==> src/rtl/result_display_seq_if.sv <==
// rtl/result_display_seq_if.sv - result write bus and display bus bundle
// Purpose: groups the result capture signals (res_*) and the display
// outputs (disp_*) of result_display_seq.
// Modports:
//   slave  - the sequencer: consumes res_*, drives disp_*
//   master - the result producer / display consumer: drives res_*, reads disp_*
interface result_display_seq_if #(
    parameter int DATA_W = 16,
    parameter int CH_W   = 2,
    parameter int OUT_W  = 8,
    parameter int SL_W   = 1
);
    logic              res_valid;
    logic [CH_W-1:0]   res_ch;
    logic [DATA_W-1:0] res_data;
    logic [OUT_W-1:0]  disp_data;
    logic [CH_W-1:0]   disp_ch;
    logic [SL_W-1:0]   disp_slice;
    logic              disp_strobe;

    modport master (
        output res_valid, res_ch, res_data,
        input  disp_data, disp_ch, disp_slice, disp_strobe
    );

    modport slave (
        input  res_valid, res_ch, res_data,
        output disp_data, disp_ch, disp_slice, disp_strobe
    );
endinterface

==> src/rtl/result_display_seq.sv <==
// rtl/result_display_seq.sv - multi-channel result capture and sliced LED display sequencer
// Purpose: holds the latest result per channel and steps through every
// channel and OUT_W-bit slice (MS slice first) at a DWELL_CYCLES rate,
// snapshotting each channel once per pass so its slices never tear.
// Optional feature macro: RESULT_DISPLAY_PEAK_HOLD_EN (peak hold between snapshots).
// Ports:
//   sys_clk  - system clock
//   rst      - synchronous active-high reset
//   en       - sequencer run enable
//   freeze   - hold the display, capture continues
//   bus      - res_valid/res_ch/res_data in, disp_data/disp_ch/disp_slice/disp_strobe out
//   overrun  - sticky: result overwritten before it was displayed
//   bad_ch   - sticky: write to an out-of-range channel
module result_display_seq #(
    parameter int DATA_W       = 16,
    parameter int NUM_CH       = 4,
    parameter int OUT_W        = 8,
    parameter int DWELL_CYCLES = 65536
) (
    input  logic                 sys_clk,
    input  logic                 rst,
    input  logic                 en,
    input  logic                 freeze,
    result_display_seq_if.slave  bus,
    output logic                 overrun,
    output logic                 bad_ch
);
    localparam int CH_W   = (NUM_CH > 1) ? $clog2(NUM_CH) : 1;
    localparam int NUM_SL = (DATA_W + OUT_W - 1) / OUT_W;
    localparam int SL_W   = (NUM_SL > 1) ? $clog2(NUM_SL) : 1;
    localparam int PAD_W  = NUM_SL * OUT_W;
    localparam int CNT_W  = $clog2(DWELL_CYCLES);

    localparam logic [SL_W-1:0]  SL_LAST  = SL_W'(NUM_SL - 1);
    localparam logic [CH_W-1:0]  CH_LAST  = CH_W'(NUM_CH - 1);
    localparam logic [CNT_W-1:0] CNT_LAST = CNT_W'(DWELL_CYCLES - 1);

    typedef enum logic [1:0] {
        ST_IDLE,
        ST_RUN,
        ST_EMIT
    } phase_e;

    logic [DATA_W-1:0] shadow_q [NUM_CH];
    logic [NUM_CH-1:0] pending_q;
    logic [PAD_W-1:0]  snap_q;
    logic [CNT_W-1:0]  cnt_q;
    logic [CH_W-1:0]   seq_ch_q;
    logic [SL_W-1:0]   seq_sl_q;
    logic [OUT_W-1:0]  disp_data_q;
    logic [CH_W-1:0]   disp_ch_q;
    logic [SL_W-1:0]   disp_slice_q;
    logic              disp_strobe_q;
    logic              overrun_q;
    logic              bad_ch_q;

    phase_e            phase;
    logic              ch_oob;
    logic              snap_hit;
    logic [PAD_W-1:0]  cur_pad;
    logic [DATA_W-1:0] wr_value;

    always_comb begin
        phase = ST_IDLE;
        if (en && !freeze) begin
            phase = (cnt_q == CNT_LAST) ? ST_EMIT : ST_RUN;
        end
    end

    assign ch_oob   = ({1'b0, bus.res_ch} >= (CH_W + 1)'(NUM_CH));
    // A write landing on the snapshot edge of its own channel: the snapshot
    // consumes the old value, so the write starts a fresh pending interval.
    assign snap_hit = (phase == ST_EMIT) && (seq_sl_q == SL_LAST) && (seq_ch_q == bus.res_ch);
    // Zero-extend so the top slice reads 0 above DATA_W.
    assign cur_pad  = PAD_W'(shadow_q[seq_ch_q]);

`ifdef RESULT_DISPLAY_PEAK_HOLD_EN
    logic [DATA_W-1:0] old_value;
    assign old_value = shadow_q[bus.res_ch];
    assign wr_value  = (pending_q[bus.res_ch] && !snap_hit && (old_value > bus.res_data))
                       ? old_value : bus.res_data;
`else
    assign wr_value  = bus.res_data;
`endif

    always_ff @(posedge sys_clk) begin
        if (rst) begin
            for (int i = 0; i < NUM_CH; i++) begin
                shadow_q[i] <= '0;
            end
            pending_q     <= '0;
            snap_q        <= '0;
            cnt_q         <= '0;
            seq_ch_q      <= '0;
            seq_sl_q      <= SL_LAST;
            disp_data_q   <= '0;
            disp_ch_q     <= '0;
            disp_slice_q  <= '0;
            disp_strobe_q <= 1'b0;
            overrun_q     <= 1'b0;
            bad_ch_q      <= 1'b0;
        end else begin
            case (phase)
                ST_IDLE: begin
                    cnt_q         <= '0;
                    disp_strobe_q <= 1'b0;
                end
                ST_RUN: begin
                    cnt_q         <= cnt_q + 1'b1;
                    disp_strobe_q <= 1'b0;
                end
                default: begin
                    cnt_q         <= '0;
                    disp_strobe_q <= 1'b1;
                    disp_ch_q     <= seq_ch_q;
                    disp_slice_q  <= seq_sl_q;
                    if (seq_sl_q == SL_LAST) begin
                        // Top slice comes straight from shadow; snap serves the rest of the channel.
                        snap_q              <= cur_pad;
                        pending_q[seq_ch_q] <= 1'b0;
                        disp_data_q         <= cur_pad[(NUM_SL - 1) * OUT_W +: OUT_W];
                    end else begin
                        disp_data_q <= snap_q[int'(seq_sl_q) * OUT_W +: OUT_W];
                    end
                    if (seq_sl_q == '0) begin
                        seq_sl_q <= SL_LAST;
                        seq_ch_q <= (seq_ch_q == CH_LAST) ? '0 : seq_ch_q + 1'b1;
                    end else begin
                        seq_sl_q <= seq_sl_q - 1'b1;
                    end
                end
            endcase

            // Capture follows the snapshot so a same-edge write leaves pending set.
            if (bus.res_valid) begin
                if (ch_oob) begin
                    bad_ch_q <= 1'b1;
                end else begin
                    if (pending_q[bus.res_ch] && !snap_hit) begin
                        overrun_q <= 1'b1;
                    end
                    shadow_q[bus.res_ch]  <= wr_value;
                    pending_q[bus.res_ch] <= 1'b1;
                end
            end
        end
    end

    assign bus.disp_data   = disp_data_q;
    assign bus.disp_ch     = disp_ch_q;
    assign bus.disp_slice  = disp_slice_q;
    assign bus.disp_strobe = disp_strobe_q;
    assign overrun         = overrun_q;
    assign bad_ch          = bad_ch_q;
endmodule
==> src/flat_wrapper.sv <==
// flat-port wrapper written by rule: the top's interface ports become plain ports
module result_display_seq_flat 
#(
    parameter int DATA_W       = 16,
    parameter int NUM_CH       = 4,
    parameter int OUT_W        = 8,
    parameter int DWELL_CYCLES = 65536
)
  (sys_clk, rst, en, freeze, overrun, bad_ch, bus_res_valid, bus_res_ch, bus_res_data, bus_disp_data, bus_disp_ch, bus_disp_slice, bus_disp_strobe);
  result_display_seq_if #(.DATA_W(DATA_W), .OUT_W(OUT_W)) bus_i ();
  input  logic sys_clk;
  input  logic rst;
  input  logic en;
  input  logic freeze;
  output logic overrun;
  output logic bad_ch;
  input wire logic [$bits(bus_i.res_valid)-1:0] bus_res_valid;
  input wire logic [$bits(bus_i.res_ch)-1:0] bus_res_ch;
  input wire logic [$bits(bus_i.res_data)-1:0] bus_res_data;
  output wire logic [$bits(bus_i.disp_data)-1:0] bus_disp_data;
  output wire logic [$bits(bus_i.disp_ch)-1:0] bus_disp_ch;
  output wire logic [$bits(bus_i.disp_slice)-1:0] bus_disp_slice;
  output wire logic [$bits(bus_i.disp_strobe)-1:0] bus_disp_strobe;
  assign bus_i.res_valid = bus_res_valid;
  assign bus_i.res_ch = bus_res_ch;
  assign bus_i.res_data = bus_res_data;
  assign bus_disp_data = bus_i.disp_data;
  assign bus_disp_ch = bus_i.disp_ch;
  assign bus_disp_slice = bus_i.disp_slice;
  assign bus_disp_strobe = bus_i.disp_strobe;
  result_display_seq #(.DATA_W(DATA_W), .NUM_CH(NUM_CH), .OUT_W(OUT_W), .DWELL_CYCLES(DWELL_CYCLES)) u_core (.sys_clk(sys_clk), .rst(rst), .en(en), .freeze(freeze), .bus(bus_i), .overrun(overrun), .bad_ch(bad_ch));
endmodule
==> config.mk <==
export PLATFORM = sky130hd
export DESIGN_NAME = result_display_seq_flat
export DESIGN_NICKNAME = d
export VERILOG_FILES = /design/src/rtl/result_display_seq_if.sv /design/src/rtl/result_display_seq.sv /design/src/flat_wrapper.sv
export SDC_FILE = /design/constraint.sdc
export NUM_CORES = 1
export LEC_CHECK = 0
export CAP_MARGIN = 20
export CORE_ASPECT_RATIO = 0.75
export CORE_MARGIN = 5
export CORE_UTILIZATION = 50
export DETAILED_ROUTE_END_ITERATION = 12
export PLACE_DENSITY = 0.77
export REMOVE_ABC_BUFFERS = 1
export SKIP_CTS_REPAIR_TIMING = 1
export SLEW_MARGIN = 0
export SYNTH_ARGS = -nofsm -noshare
export SYNTH_HDL_FRONTEND = slang
export SYNTH_SLANG_ARGS = --single-unit
==> constraint.sdc <==
create_clock -name sys_clk -period 1.9 [get_ports sys_clk]
set_input_delay 0.285 -clock sys_clk [delete_from_list [all_inputs] [get_ports sys_clk]]
set_output_delay 0.285 -clock sys_clk [all_outputs]
set_load 0.005 [all_outputs]
Yosys cells after proc, flatten, opt, wreduce, memory -nomap -nowiden

Memories as Yosys holds them, arrays and structs flattened. A register that Yosys moved wholly into a read port is not among the register bits.
Cells that the tools add are included.

$add $sub $neg: 3
Magnitude comparators: 4
Equality and inequality tests: 5
Shift operators: 1
Multiplexer cells: 26
Bitwise operators: 6
Reduce and logical (&&, ||, !) cells: 15

Operators with widths:

| cell                                                | number |
|---|---|
| adder 16 x 1 -> 16 bit, second input constant       | 1 |
| == test 16 bit, second input constant               | 1 |
| two-way mux 16 bit                                  | 1 |
| two-way mux 4 bit                                   | 4 |
| OR reduction 16 bit                                 | 1 |
| variable part select 16 x 5 -> 8 bit                | 1 |
| two-way mux 2 bit                                   | 6 |
| two-way mux 1 bit                                   | 11 |
| two-way mux 8 bit                                   | 1 |
| logical AND 1 bit                                   | 6 |
| < comparator 2 x 3 -> 1 bit, second input constant  | 2 |
| AND reduction 2 bit                                 | 3 |
| AND 4 bit                                           | 1 |
| demux 1 bit (select 2 bit)                          | 2 |
| == test 2 bit, second input constant                | 2 |
| >= comparator 2 x 1 -> 1 bit, second input constant | 2 |
| inverter 4 bit                                      | 1 |
| bitwise OR 4 bit                                    | 1 |
| OR reduction 2 bit                                  | 2 |
| inverter 1 bit                                      | 3 |
| adder 2 x 1 -> 2 bit, second input constant         | 1 |
| binary-select mux 1 bit (select 2 bit)              | 1 |
| == test 2 x 1 -> 1 bit, second input constant       | 1 |
| == test 2 bit                                       | 1 |
| 3 further kinds                                     | 4 |

Flip-flop bits (word level): 52
Bits in writable memories: 64
Input bits: 23
Word-level logic and storage cells: 71
Memories: 1

Memory list:

| memory          | words | bits a word | read ports | clocked after Yosys merged registers in | write ports | RTL line                 | text |
|---|---|---|---|---|---|---|---|
| u_core.shadow_q | 4     | 16          | 1          | 1                                       | 4           | result_display_seq.sv:44 | `logic [DATA_W-1:0] shadow_q [NUM_CH];` |

Depth between registers and ports, before layout

Depth after elaboration: 11
Mapped depth: 8

Least setup slack after synthesis

OpenSTA, ideal clock, no wires.

Path type: in2reg
From: input port rst
To: memory u_core.shadow_q[0][0] (enable)
Library setup time: 0.375 ns
Arrival time: 1.254 ns
Data required time: 1.525 ns
Slack: 0.271 ns
Stages on the path: 3
Buffers on the path: 2
Cells stage by stage: clkbuf_1 -> clkbuf_1 -> nand2b_1

RTL lines:

| what            | RTL line                 | text |
|---|---|---|
| start, declared | flat_wrapper.sv:12       | `input logic rst;` |
| end, declared   | result_display_seq.sv:44 |  |

Worst setup path in the final report

From: register u_core.cnt_q[8]
To: register u_core.seq_sl_q

Cells in the longest elaborated chain, start to end: 5

RTL lines:

| what                                                        | RTL line                  | text |
|---|---|---|
| start, declared                                             | result_display_seq.sv:47  | `logic [CNT_W-1:0] cnt_q;` |
| start signal, assigned                                      | result_display_seq.sv:109 | `cnt_q <= cnt_q + 1'b1;` |
| == test 16 bit *                                            | result_display_seq.sv:66  | `phase = (cnt_q == CNT_LAST) ? ST_EMIT : ST_RUN;` |
| two-way mux 2 bit *                                         | result_display_seq.sv:66  |  |
| two-way mux 2 bit *                                         | result_display_seq.sv:65  | `if (en && !freeze) begin` |
| == test 2 x 1 -> 1 bit or logical NOT 2 bit (tied branches) | result_display_seq.sv:103 | `case (phase)` |
| OR reduction 2 bit (no line) *                              | -                         |  |
| end signal, assigned                                        | result_display_seq.sv:129 | `seq_sl_q <= seq_sl_q - 1'b1;` |
| end, declared                                               | result_display_seq.sv:49  | `logic [SL_W-1:0] seq_sl_q;` |

Mark *: on every way between the ends. The rest lies on a longest branch, timed or not.
A chain may end at the register's enable or synchronous reset.

==> results.toml <==
[sta]
rsz0062_at_grt = "false"
finalSetupViolCount = 0
holdWs_ns = 0.457
fin_crit_sh_pct = 88.9
hold_viol_final = 0
final_max_slew_viol_count = 0
setup_ws_ns = 0.211
fmax_ghz = 0.592
final.setup.tns_ns = 0
min_period_ns = 1.69
clock_skew_ns = 0.00756

[synthesis]
yosysSeqAreaShare_pct = 58.3
avgSynthCellArea_um2 = 11.6
synth_area_mm2 = 0.00487
ys_seq_elements = 110
syn_inst = 422
ys_warn_count = 0
yosysTopAreaCell = "edfxtp_1"
synth_edf_count = 64
yosys-top-cells-area = "edfxtp_1 39%, dfxtp_1 19%, mux4_2 7.9%"
synth_common_cells = "64 x edfxtp_1, 64 x nor2_1, 46 x dfxtp_1"
yosysTopAreaCellShare_pct = 39.4
synth_cell_types = 42
synthFlopType = "edfxtp_1"
async_flop_share_pct = 0

[global_route]
grt_pass1_wl_mm = 16.6
grtUsageTotal_pct = 19.0
grt_pass1_vias = 3124
antenna_found_initial = 0
overflow = 0
grt_max_degree = 47

[route]
num_vias = 3203
wl_mm = 10.2
viasPerCell = 5.38
post-route-drc-count = 0
antenna_left = 0
drtIter0Drc = 279
post_drt_wl_per_cell_um = 17.1
dr.pass1.iters = 7

[min_path]
hold_path.class = "flop to flop"
hold_start = "u_core.cnt_q[0]"
min_path_cells = 1
hold_end = "u_core.cnt_q[0]"

[power]
pwr-share-comb_pct = 5.9
finalPower_mw = 5.07
p_sw_mw = 1.01
p_leak_nw = 2.13
switching_share_pct = 20.0
p_clk_share_pct = 41.6
pwr-share-seq_pct = 52.5
p_per_area_mw_per_mm2 = 872
ir_drop_v = 0.000532
cell_internal_pwr_mw = 4.06

[clock_network]
numCtsBuffers = 9
cts_root_buffer = "clkbuf_16"
clkSinkCount = 110
max-clock-path-buffers = 2
htree_levels = 3
clk_latency_ns = 0.35
cts_tree = "done"
path_clk_slew_ns = 0.07

[floorplanning]
die_x_um = 124
io_pins = 37
start_util_pct = 50.9
die_height_um = 95.5
floorplan.die_area_mm2 = 0.0118
rows = 31
core_area_mm2 = 0.00958

[cells_and_area]
finalInstanceArea_mm2 = 0.00582
syn2layout_area_growth_pct = 19.4
fin_nets = 486
diodes = 0
fin_cells = 595
drive_above_1_share_pct = 13.4
fin_util_pct = 60.8

[placed_design]
dp_cells = 579
dp_hpwl_mm = 6.71
portBuffers = 35
gp_congestion = 0.835
pre_cts_slack_ns = -0.0135
place_area_mm2 = 0.00548

[critical_path]
reg2reg_depth = 4
r2r_start = "u_core.cnt_q[8]"
critPathLaunchType = "flop"
critPathRequiredTime_ns = 2.13
arrival_ns = 1.92
rrSetupSlack_ns = 0.21
r2r_end = "u_core.seq_sl_q"
critPathKind = "flop to flop"
end_kind = "flop"
worst-path-max-fanout = 6

[run_status]
outcome = "complete, no violations"

[run]
drv_cap = 0
state kept, by name (all words and copies together), names as in the netlist, 2 cells and up, named ones only:
register,flops
u_core.seq_ch_q,2
u_core.cnt_q,16
u_core.bus.disp_ch,2
u_core.bus.disp_data,8
u_core.shadow_q,64
u_core.pending_q,4
u_core.snap_q,8
critical path, stage by stage (launching register included):
cell,delay (ns)
dfxtp_1,0.41
and3_1,0.34
nand4_4,0.18
o21ai_0,0.19
or3b_2,0.45
worst max-delay path by stage:
| stage | from | endpoint | cells after the start |
|---|---|---|---|
| after detailed placement | freeze | u_core.seq_ch_q[0] | 5 |
| after global routing | u_core.cnt_q[8] | u_core.seq_sl_q | 4 |
| after CTS | u_core.cnt_q[8] | flop | 4 |
| after global placement | freeze | flop | 5 |
| final | u_core.cnt_q[8] | u_core.seq_sl_q | 4 |
| after floorplan | bus_res_valid | u_core.shadow_q[0][0] | 3 |
kinds of logic after synthesis:
logic type / after synthesis / share of synthesized area, %
and+or+nand+nor: 169 / 18.0
DFF: 110 / 58.3
buffers and inverters: 53 / 4.93
AOI/OAI and AO/OA: 41 / 4.57
muxes: 29 / 10.3
xor gates and xnor gates: 14 / 2.52
adders and majority gates: 5 / 1.28
other: 1 / 0.0769
layer usage:
| metal | vias to the layer above | part of all wire, % | track usage (%) |
|---|---|---|---|
| li1 | 1551 | - | - |
| met1 | 1553 | 48 | 26.8 |
| met2 | 85 | 46 | 28.8 |
| met3 | 14 | 4.8 | 4.86 |
| met4 | 0 | 1.4 | 6.02 |
| met5 | - | 0 | 0 |
layout make-up:
| class | instances | area (um^2) |
|---|---|---|
| Fill cell | 778 | 3760 |
| Sequential cell | 110 | 2840 |
| Multi-Input combinational cell | 259 | 1800 |
| Timing Repair Buffer | 59 | 606 |
| Clock buffer | 10 | 229 |
| Tap cell | 132 | 165 |
| Clock inverter | 6 | 110 |
| Inverter | 19 | 71.3 |
placed cells by master (no fill, tap or decap), types with 2 or more instances in the layout:
cell / n
buf_4: 18
dfxtp_1: 46
clkinvlp_4: 2
buf_12: 6
edfxtp_1: 64
nand4_1: 8
o21ai_0: 20
bufinv_16: 3
a21oi_1: 5
nor2b_1: 14
nor2_1: 64
or3_1: 3
clkdlybuf4s50_1: 35
xor2_1: 11
mux2i_1: 12
ha_1: 5
and4_1: 3
inv_1: 19
mux4_2: 17
nand2_1: 23
nand2b_1: 20
o21ai_1: 9
and3_1: 4
a311oi_1: 2
xnor2_1: 3
clkbuf_16: 9
nor4_1: 3
nand4b_1: 8
and2_1: 2
nand3_1: 7
a31oi_1: 3
power by group through the flow:
stage,clock network (mW),registers [mW],logic (mW)
after floorplan,0,2.70,0.136
after global routing,2.25,2.67,0.323
after detailed placement,0,2.72,0.298
after CTS,2.13,2.66,0.300
final,2.11,2.66,0.299
after global placement,0,2.71,0.295
(Power assumes the default switching activity.)
